<file path="src/rtl/saturn_debug_uart_tx.sv">
// saturn_debug_uart_tx: FIFO-buffered 8N1 UART transmitter for the bus controller's debug character stream; optional SATURN_UART_CRLF_EN expands LF to CR LF.
module saturn_debug_uart_tx #(
  parameter int CLKS_PER_BIT = 104,
  parameter int FIFO_AW = 4
) (
  input  logic             i_clk,
  input  logic             i_reset,
  input  logic [7:0]       i_char_to_send,
  input  logic             i_char_valid,
  input  logic             i_char_send,
  output logic             o_serial_busy,
  output logic             o_tx,
  output logic [FIFO_AW:0] o_fifo_level,
  output logic             o_overrun
);
  localparam int DEPTH = 1 << FIFO_AW;
  localparam int BW = $clog2(CLKS_PER_BIT);
  localparam logic [BW-1:0] BAUD_MAX = BW'(CLKS_PER_BIT - 1);
  localparam logic [FIFO_AW:0] FULL = (FIFO_AW + 1)'(DEPTH);
  typedef enum logic [1:0] {IDLE, START, DATA, STOP} state_t;
  state_t state, state_n;
  logic [7:0] mem [DEPTH];
  logic [FIFO_AW-1:0] wptr, rptr;
  logic [BW-1:0] baud;
  logic [2:0] bit_idx;
  logic [7:0] sr, head, load;
  logic push, pop, baud_end, pend;
  assign o_serial_busy = o_fifo_level == FULL;
  assign push = i_char_send && i_char_valid && !o_serial_busy;
  assign baud_end = baud == BAUD_MAX;
  assign head = mem[rptr];
`ifdef SATURN_UART_CRLF_EN
  logic pend_q;
  assign pend = pend_q;
  assign load = head == 8'h0A ? 8'h0D : head;
  // LF waits here while its CR goes out, so it only ever occupies one FIFO slot
  always_ff @(posedge i_clk) begin
    if (i_reset) pend_q <= 1'b0;
    else pend_q <= pop ? head == 8'h0A : (state == STOP && baud_end) ? 1'b0 : pend_q;
  end
`else
  assign pend = 1'b0;
  assign load = head;
`endif
  always_comb begin
    state_n = state;
    pop = 1'b0;
    case (state)
      IDLE: begin
        pop = o_fifo_level != '0;
        state_n = pop ? START : IDLE;
      end
      START: state_n = baud_end ? DATA : START;
      DATA: state_n = (baud_end && bit_idx == 3'd7) ? STOP : DATA;
      STOP: begin
        pop = baud_end && !pend && o_fifo_level != '0;
        state_n = !baud_end ? STOP : (pend || pop) ? START : IDLE;
      end
      default: state_n = IDLE;
    endcase
  end
  always_ff @(posedge i_clk) begin
    if (push && !i_reset) mem[wptr] <= i_char_to_send;
  end
  // o_tx follows the state one cycle late so the line is driven straight from a flop
  always_ff @(posedge i_clk) begin
    if (i_reset) begin
      state <= IDLE;
      wptr <= '0;
      rptr <= '0;
      o_fifo_level <= '0;
      o_overrun <= 1'b0;
      o_tx <= 1'b1;
      baud <= '0;
      bit_idx <= '0;
      sr <= '0;
    end else begin
      state <= state_n;
      wptr <= wptr + FIFO_AW'(push);
      rptr <= rptr + FIFO_AW'(pop);
      o_fifo_level <= o_fifo_level + (FIFO_AW + 1)'(push) - (FIFO_AW + 1)'(pop);
      o_overrun <= o_overrun | (i_char_send && i_char_valid && o_serial_busy);
      o_tx <= state == START ? 1'b0 : state == DATA ? sr[0] : 1'b1;
      baud <= (state == IDLE || baud_end) ? '0 : baud + BW'(1);
      bit_idx <= state != DATA ? 3'd0 : baud_end ? bit_idx + 3'd1 : bit_idx;
      sr <= pop ? load : (pend && state == STOP && baud_end) ? 8'h0A : (state == DATA && baud_end) ? sr >> 1 : sr;
    end
  end
endmodule

</file>
<file path="config.mk">
export PLATFORM = sky130hd
export DESIGN_NAME = saturn_debug_uart_tx
export DESIGN_NICKNAME = d
export VERILOG_FILES = /design/src/rtl/saturn_debug_uart_tx.sv
export SDC_FILE = /design/constraint.sdc
export NUM_CORES = 1
export LEC_CHECK = 0
export ABC_AREA = 1
export CAP_MARGIN = 20
export CORE_ASPECT_RATIO = 1.2
export CORE_UTILIZATION = 60
export DETAILED_ROUTE_END_ITERATION = 10
export GPL_ROUTABILITY_DRIVEN = 0
export PLACE_DENSITY = 0.78
export SYNTH_ARGS = -nofsm -noshare
export SYNTH_HDL_FRONTEND = slang
export SYNTH_SLANG_ARGS = --single-unit
</file>
<file path="constraint.sdc">
create_clock -name i_clk -period 7.2 [get_ports i_clk]
set_clock_uncertainty 0.1 [all_clocks]
set_input_delay 1.44 -clock i_clk [delete_from_list [all_inputs] [get_ports i_clk]]
set_output_delay 1.44 -clock i_clk [all_outputs]
set_load 0.005 [all_outputs]
</file>
==> qor.yml <==
status:
  status: "finished clean"
routing:
  route.detailed.wl_per_inst_um: 17.1
  ant_nets: 0
  via_count: 5067
  drt_first_pass_iters: 5
  via_per_inst: 5.58
  drt_wl_total_um: 15500
  drtIter0Drc: 482
  route.detailed.drc: 0
worst_setup_path:
  cp.required_ps: 7160
  cp-start-kind: "input port"
  crit_slowest_cell: "clkdlybuf4s50_1"
  cpPeakStageDelay_ps: 820
  crit_top_cell: "nor2_1"
  path_cells: "clkdlybuf4s50_1, nor2_1, nand3_1, nor2_1"
  worst-r2r-cell-count: 14
  path_class: "input port to register"
  cp_max_fo: 21
  r2r_setup_slack_ps: 4190
  cp.arrival_ps: 3680
  end_kind: "register"
clock_tree:
  cts_buffers: 17
  cts_tree: "built"
  clock_path_buffers: 2
  clock_latency_ps: 430
  htree_num_levels: 4
  cts-resized-gates: 0
  cts.reportedPaths.clkPinSlew_ps: 60
  post_cts_buffers: 0
  clock-sinks: 163
  cts-hold-fix-buffers: 0
  cts_root_buf: "clkbuf_16"
job:
  maxCapViolCount: 0
placed_design:
  io_buffers: 19
  dpl.hpwl_um: 9830
pwr:
  peakVddDrop_uv: 245
  p_leak_nw: 3.22
  p_per_area_nw_per_um2: 344
  total_power_mw: 2.75
finish:
  nNetsFinal: 768
  area_growth_pct: 11.9
  diodes: 0
  final_core_util: 0.693
  layout-drive-gt1-share: 0.0666
floorplan:
  dieArea_um2: 12400
  rows: 43
  die_w_um: 102
  io_pins: 20
  start_util: 0.619
  core-area_um2: 11600
  die_h_um: 122
yosys:
  yosysUniqueCellTypes: 32
  postSynthCellCount: 729
  async_flop_share: 0
  avgSynthCellArea_um2: 9.82
  ys_warn_count: 0
  yosys_register_bits: 163
  seq_area_frac_synth: 0.635
  netlist_area_um2: 7160
  synth-edff-count: 128
  synth_top_flop_cell: "edfxtp_1"
  syn_nets: 758
timing:
  hold_violations: 0
  tightestPinTransition_ps: 1040
  period_share: 0.516
  fin_crit_ps: 3720
  final_max_slew_viol_count: 0
  worst_slew_margin_rel: 0.304
  setup-violations-final: 0
  fmax_mhz: 269
  totalNegativeSetupSlack_ps: 0
  rsz0062_at_grt: "false"
global_routing:
  grt_pass1_wl_um: 23900
  grt_max_degree: 68
  grt.total_usage: 0.270
  antenna_found_initial: 0
  gr-total-overflow: 0
  grt_pass1_vias: 4691
worst_hold_path:
  min_path_cells: 1
  hold_class: "register to register"
==> critical path, delay by kind of cell <==
family        cells  cell delay [ps]
simple gates      3             1410
buf+inv           1              820
==> layer usage <==
layer / track usage / vias up / share of wire
li1: - / 2406 / -
met2: 0.437 / 258 / 0.49
met4: 0.122 / 0 / 0.030
met1: 0.341 / 2356 / 0.40
met5: 0 / - / 0
met3: 0.0683 / 47 / 0.085
==> final timing paths <==
path	endpoint	startpoint
max	mem[7][4]	i_reset
min	baud[0]	baud[0]
max reg2reg	o_fifo_level[4]	state[0]
min reg2reg	baud[0]	baud[0]
==> power breakdown <==
part / switching (mW) / leakage [nW] / internal (mW) / total (mW)
logic: 0.490 / 1.49 / 0.242 / 0.732
clock network: 0.370 / 0.295 / 0.548 / 0.918
registers: 0.0459 / 1.44 / 1.06 / 1.10
total: 0.906 / 3.22 / 1.85 / 2.75
==> synthesized netlist by cell type, types with 2 or more instances <==
cell      count  area, um^2
nand2_1     214         803
edfxtp_1    128        3840
nand3_1     109         546
inv_1        90         338
nor2_1       42         158
dfxtp_1      35         701
buf_2        18        90.1
a21oi_1      17        85.1
ha_1         16         200
o21ai_0      13        65.1
inv_2         7        26.3
buf_4         5        37.5
clkbuf_1      4        15.0
xnor2_1       4        35.0
nor3_1        3        15.0
o21ai_1       3        15.0
xor2_1        3        26.3
a21oi_2       2        17.5
buf_6         2        22.5
nor2_2        2        12.5
==> state kept, by name, indices dropped and copies added (netlist names) <==
signal,count
baud,7
bit_idx,3
mem,128
o_fifo_level,5
o_overrun,1
o_tx,1
rptr,4
sr,8
state,2
wptr,4
==> stage by stage <==
| step | cells | instance area (um^2) | setup WS, ps | hold slack (ps) |
|---|---|---|---|---|
| final | 908 | 8010 | 3480 | 354 |
| after global routing | 908 | 8010 | 3380 | 380 |
| after CTS | 907 | 7990 | 3550 | 353 |
| after detailed placement | 876 | 7390 | 3070 | 344 |
| after global placement | 876 | 7390 | 3170 | 327 |
| after floorplan | 729 | 7160 | 4220 | 318 |
==> area by class of cell <==
class,instances,area [um^2]
fill,849,3560
clock buffer,17,425
tap,157,196
sequential,163,4550
inverter,98,370
clock inverter,14,178
timing repair buffer,21,218
multi-input combinational,438,2080
==> cell usage in the layout, fill, tap and decap left out, drive strengths merged, types with 5 or more instances in the layout <==
| cell type | count |
|---|---|
| a21oi | 20 |
| clkbuf | 17 |
| clkdlybuf4s50 | 19 |
| clkinv | 5 |
| dfxtp | 35 |
| edfxtp | 128 |
| ha | 16 |
| inv | 103 |
| nand2 | 216 |
| nand3 | 109 |
| nor2 | 44 |
| o21ai | 16 |
==> cell families after synthesis <==
| kind of cell | synth area share |
|---|---|
| AO/OA/AOI/OAI | 0.0307 |
| XOR/XNOR | 0.00856 |
| adder cells (fa/ha/maj) | 0.0307 |
| buffers and inverters | 0.0753 |
| flip-flops | 0.635 |
| AND/OR/NAND/NOR | 0.220 |
(Power assumes the default switching activity.)
